`config.mk`:
```
export PLATFORM = sky130hd
export DESIGN_NAME = alu_share_arbiter
export DESIGN_NICKNAME = d
export VERILOG_FILES = /design/src/rtl/alu_arb_pkg.sv /design/src/rtl/alu_rr_arbiter.sv /design/src/rtl/alu_share_arbiter.sv
export SDC_FILE = /design/constraint.sdc
export NUM_CORES = 1
export LEC_CHECK = 0
export ABC_AREA = 1
export BUFFER_PORTS_ARGS = -buffer_cell sky130_fd_sc_hd__buf_2
export CORE_AREA = 2 2 115 117
export CTS_CLUSTER_DIAMETER = 120
export DETAILED_ROUTE_END_ITERATION = 6
export DIE_AREA = 0 0 117 119
export GPL_TIMING_DRIVEN = 0
export PLACE_DENSITY = 0.76
export SYNTH_ARGS = -nofsm -noshare
export SYNTH_HDL_FRONTEND = slang
export SYNTH_HIERARCHICAL = 1
export SYNTH_SLANG_ARGS = --single-unit
```
`constraint.sdc`:
```
create_clock -name clk -period 1.6 [get_ports clk]
set_input_delay 0.16 -clock clk [delete_from_list [all_inputs] [get_ports clk]]
set_output_delay 0.16 -clock clk [all_outputs]
set_load 0.005 [all_outputs]
```
`src/rtl/alu_arb_pkg.sv`:
```
// alu_arb_pkg: ALU op codes, arbiter state encoding and legal-op check shared by alu_share_arbiter
package alu_arb_pkg;
  localparam logic [3:0] ALU_AND = 4'b0000;
  localparam logic [3:0] ALU_OR  = 4'b0001;
  localparam logic [3:0] ALU_ADD = 4'b0010;
  localparam logic [3:0] ALU_SUB = 4'b0110;
  localparam logic [3:0] ALU_SLL = 4'b0100;
  localparam logic [3:0] ALU_SRL = 4'b0101;
  localparam logic [1:0] IDLE = 2'd0;
  localparam logic [1:0] EXEC = 2'd1;
  localparam logic [1:0] RESP = 2'd2;
  function automatic logic op_legal(input logic [3:0] op);
    return op inside {ALU_AND, ALU_OR, ALU_ADD, ALU_SUB, ALU_SLL, ALU_SRL};
  endfunction
endpackage

```
`src/rtl/alu_rr_arbiter.sv`:
```
// alu_rr_arbiter: combinational round-robin grant, scanning upward from ptr and wrapping at NREQ
module alu_rr_arbiter #(
  parameter int NREQ = 2,
  parameter int IDXW = $clog2(NREQ)
) (
  input  logic [NREQ-1:0] valid,
  input  logic [IDXW-1:0] ptr,
  output logic [NREQ-1:0] grant,
  output logic [IDXW-1:0] idx,
  output logic            any
);
  // scan downward so the candidate closest to ptr overwrites the others
  always_comb begin
    idx = '0;
    for (int k = NREQ - 1; k >= 0; k--)
      if (valid[(int'(ptr) + k) % NREQ]) idx = IDXW'((int'(ptr) + k) % NREQ);
  end
  assign any   = |valid;
  assign grant = any ? NREQ'(1) << idx : '0;
endmodule

```
`src/rtl/alu_share_arbiter.sv`:
```
// alu_share_arbiter: round-robin sequencer sharing one external 32-bit ALU among NREQ requesters
// ALU_ARB_ERR_EN: reject op codes outside the legal set with rsp_err instead of issuing them
module alu_share_arbiter
  import alu_arb_pkg::*;
#(
  parameter int NREQ = 2,
  parameter int IDXW = $clog2(NREQ)
) (
  input  logic              clk,
  input  logic              rst_n,
  input  logic [NREQ-1:0]   req_valid,
  output logic [NREQ-1:0]   req_ready,
  input  logic [4*NREQ-1:0] req_op,
  input  logic [32*NREQ-1:0] req_a,
  input  logic [32*NREQ-1:0] req_b,
  input  logic [5*NREQ-1:0] req_shamt,
  output logic [NREQ-1:0]   rsp_valid,
  input  logic [NREQ-1:0]   rsp_ready,
  output logic [31:0]       rsp_result,
  output logic              rsp_zero,
  output logic              rsp_err,
  output logic [31:0]       alu_a,
  output logic [31:0]       alu_b,
  output logic [3:0]        alu_op,
  output logic [4:0]        alu_shamt,
  input  logic [31:0]       alu_result,
  input  logic              alu_zero
);
  logic [1:0]      state;
  logic [IDXW-1:0] ptr, g, idx;
  logic [NREQ-1:0] grant;
  logic            any, hs, ack, bad;
  logic [3:0]      op_in;
  alu_rr_arbiter #(.NREQ(NREQ), .IDXW(IDXW)) u_arb (
    .valid(req_valid),
    .ptr  (ptr),
    .grant(grant),
    .idx  (idx),
    .any  (any)
  );
  assign op_in     = req_op[4*idx +: 4];
  assign req_ready = (state == IDLE) ? grant : '0;
  assign hs        = (state == IDLE) && any;
  assign ack       = (state == RESP) && rsp_ready[g];
  assign rsp_valid = (state == RESP) ? NREQ'(1) << g : '0;
`ifdef ALU_ARB_ERR_EN
  assign bad = !op_legal(op_in);
`else
  assign bad = 1'b0;
`endif
  // alu_* registers only move on an accepted legal op, so the ALU inputs stay quiet otherwise
  always_ff @(posedge clk or negedge rst_n) begin
    if (!rst_n) begin
      state      <= IDLE;
      ptr        <= '0;
      g          <= '0;
      alu_a      <= '0;
      alu_b      <= '0;
      alu_op     <= '0;
      alu_shamt  <= '0;
      rsp_result <= '0;
      rsp_zero   <= 1'b0;
      rsp_err    <= 1'b0;
    end else begin
      if (hs) begin
        g       <= idx;
        rsp_err <= bad;
        state   <= bad ? RESP : EXEC;
        if (bad) begin
          rsp_result <= '0;
          rsp_zero   <= 1'b0;
        end else begin
          alu_op    <= op_in;
          alu_a     <= req_a[32*idx +: 32];
          alu_b     <= req_b[32*idx +: 32];
          alu_shamt <= req_shamt[5*idx +: 5];
        end
      end
      if (state == EXEC) begin
        rsp_result <= alu_result;
        rsp_zero   <= alu_zero;
        state      <= RESP;
      end
      if (ack) begin
        ptr   <= (g == IDXW'(NREQ - 1)) ? '0 : g + IDXW'(1);
        state <= IDLE;
      end
    end
  end
endmodule
```
==> flow_metrics.env <==
export IMPL_ys_warn_count=6
export IMPL_whs_ps=36.54
export IMPL_grt_pass1_vias=5092
export IMPL_power_total_uw=5758
export IMPL_p_leak_uw=0.004578
export IMPL_preCtsSetupSlack_ps=-114.8
export IMPL_rsz0062_at_grt="true"
export IMPL_p_per_area_mw_per_mm2=782.6
export IMPL_io_buffers=294
export IMPL_drt_initial_drc_count=253
export IMPL_n_antenna_cell=0
export IMPL_fill_cells=1242
export IMPL_fin_crit_sh_pct=92.21
export IMPL_synth_xor_area_share_pct=0
export IMPL_synth_seq_cells=110
export IMPL_viasPerCell=4.487
export IMPL_max_cap_violations=0
export IMPL_drv_slew=0
export IMPL_grt_pass1_wl_um=24210
export IMPL_coreArea_mm2=0.01287
export IMPL_cts_tree="built"
export IMPL_min_from="rsp_ready[0]"
export IMPL_hold_path_cell_count=3
export IMPL_cp_required_ps=1830
export IMPL_endpoint_kind="flip-flop"
export IMPL_final_nets=1218
export IMPL_drc_errors=0
export IMPL_wl_per_cell_um=12.58
export IMPL_core_rowCount=42
export IMPL_setup_tns_ps=0
export IMPL_areaGrowthSynthToFinish_pct=39.79
export IMPL_synth_top_family_by_area="simple AND/OR/NAND/NOR gates"
export IMPL_muxShareOfSynthArea_pct=0
export IMPL_r2r_cells=9
export IMPL_clk_path_buf_depth=2
export IMPL_r2r_end="alu_a[25]"
export IMPL_place_congestion=0.8864
export IMPL_cts_sinks=110
export IMPL_netlist_area_mm2=0.005264
export IMPL_die_y_um=119
export IMPL_yosysUniqueCellTypes=14
export IMPL_antenna_left=0
export IMPL_status="completed"
export IMPL_fin_crit_ps=1475
export IMPL_antenna_found_initial=0
export IMPL_clock_latency_ps=340
export IMPL_pin_count=296
export IMPL_path_class="flip-flop to flip-flop"
export IMPL_dp_final_hpwl_um=11560
export IMPL_grt_max_degree=57
export IMPL_synth_seq_area_share_pct=52.29
export IMPL_finalSetupViolCount=0
export IMPL_reg2reg_from="ptr"
export IMPL_r2r_setup_slack_ps=120
export IMPL_wirelength_um=15270
export IMPL_vias=5447
export IMPL_htree_levels=3
export IMPL_synth_simple_area_share_pct=40.55
export IMPL_clockRootBuffer="clkbuf_16"
export IMPL_layout_drive_gt1_share_pct=34.20
export IMPL_syn_area_per_cell_um2=7.260
export IMPL_die_w_um=117
export IMPL_first_pass_iters=4
export IMPL_cts_buffers=9
export IMPL_hold_path_class="primary input to flip-flop"
export IMPL_gr_total_overflow=0
export IMPL_worst_hold_path_endpoint="ptr"
export IMPL_tightest_slew_ps=717.1
export IMPL_cp_max_fo=10
export IMPL_die_area_mm2=0.01392
export IMPL_skew_ps=9.425
export IMPL_syn_num_nets=910
export IMPL_start_util_pct=40.88
export IMPL_cp_arrival_ps=1710
export IMPL_worstSetupStartpointType="flip-flop"
export IMPL_clk_pin_slew_ps=70
export IMPL_grtUsageTotal_pct=21.97
export IMPL_setup_ws_ps=124.7
export IMPL_synthCells=725
export IMPL_timing_fmax_mhz=677.8
export IMPL_utilization_pct=57.15
export IMPL_synth_compound_area_share_pct=0.5705
export IMPL_synthAdderAreaFrac_pct=0
export IMPL_maxSlewHeadroom_pct=52.20
export IMPL_ir_drop_v=0.0006197
export IMPL_hold_viol=0
## through the flow
stage	std cells	instance area (um2)
after detailed placement	1196	6985
after floorplan	725	5264
final	1214	7358
after CTS	1213	7333
after global routing	1214	7358
after global placement	1195	6955
## state kept, by name, indices dropped and copies added (netlist names)
register and cells:
alu_b 32, rsp_zero 1, ptr 1, alu_a 32, state 2, alu_op 4
alu_shamt 5, rsp_result 32, g 1
## repair_timing
item / in CTS / in global routing
endpoints found under the hold margin: 54 / 0
resized for setup: 3 / 9
hold buffers: 1 / 0
pin swaps: 0 / 1
setup endpoints to repair: 63 / 58
setup buffers: 0 / 1
cloned: 0 / 0
## worst max-delay path by stage
stage | startpoint | endpoint | slack (ps)
5_1_grt | ptr | alu_a[2] | -20
4_1_cts | ptr | alu_a[1] | 30
6_report | ptr | alu_a[25] | 120
3_3_place_gp | rst_n | alu_a[16] | -920
3_5_place_dp | ptr | alu_a[6] | -110
2_1_floorplan | ptr | alu_a[0] | 410
## metal layers
metal	wire length, um	part of all wire, %	up-vias	track usage [%]
li1	-	-	2797	-
met5	0	0	-	0
met2	7482	49	207	37.46
met4	349	2.3	0	8.162
met3	1119	7.3	27	4.224
met1	6318	41	2416	27.40
## where the power goes
part | total, uW | switching [uW] | internal, uW
clock | 2450 | 1050 | 1400
sequential | 2780 | 0 | 2780
combinational | 530 | 279 | 251
total | 5760 | 1330 | 4430
## placed cells by master (no fill, tap or decap), drive strengths merged
cell / count
inv: 14
clkbuf: 14
dfrtp: 110
buf: 334
nand3: 34
conb: 1
dlygate4sd3: 1
clkinv: 1
nor2: 4
clkinvlp: 1
nand2: 516
bufinv: 2
a21oi: 3
o21ai: 3
## cell usage after synthesis
cell / instances / area, um2
a21oi_1: 3 / 15.01
buf_2: 21 / 105.1
buf_4: 7 / 52.55
buf_6: 11 / 123.9
clkbuf_1: 4 / 15.01
conb_1: 1 / 3.750
dfrtp_1: 110 / 2753
inv_1: 9 / 33.78
inv_4: 2 / 12.51
nand2_1: 516 / 1937
nand3_1: 33 / 165.2
nand3_4: 1 / 17.52
nor2_1: 4 / 15.01
o21ai_0: 3 / 15.01
## critical path: stages (launching register included)
cell	delay, ps
dfrtp_1	400
inv_1	80
a21oi_2	200
inv_1	90
buf_6	160
buf_2	190
nand2_1	70
nand2_1	60
nand2_1	70
nand2_1	50
## final cells by class
type / count / area [um2] / area share, %
well taps: 176 / 220.2 / 2.993
clock buffers: 9 / 225.2 / 3.061
flip-flops and latches: 110 / 2753 / 37.41
inverters: 11 / 46.29 / 0.6291
clock inverters: 7 / 103.9 / 1.411
multi-input cells: 561 / 2172 / 29.52
plain buffers: 43 / 319.1 / 4.336
repair buffers: 297 / 1519 / 20.64
## logic make-up (layout without fill, tap and decap cells)
family | count (synthesis) | after routing
AO/OA/AOI/OAI | 6 | 6
buffers and inverters | 54 | 367
flip-flops | 110 | 110
other | 1 | 1
AND/OR/NAND/NOR | 554 | 554
No activity file was read; power rests on OpenSTA's default activity.
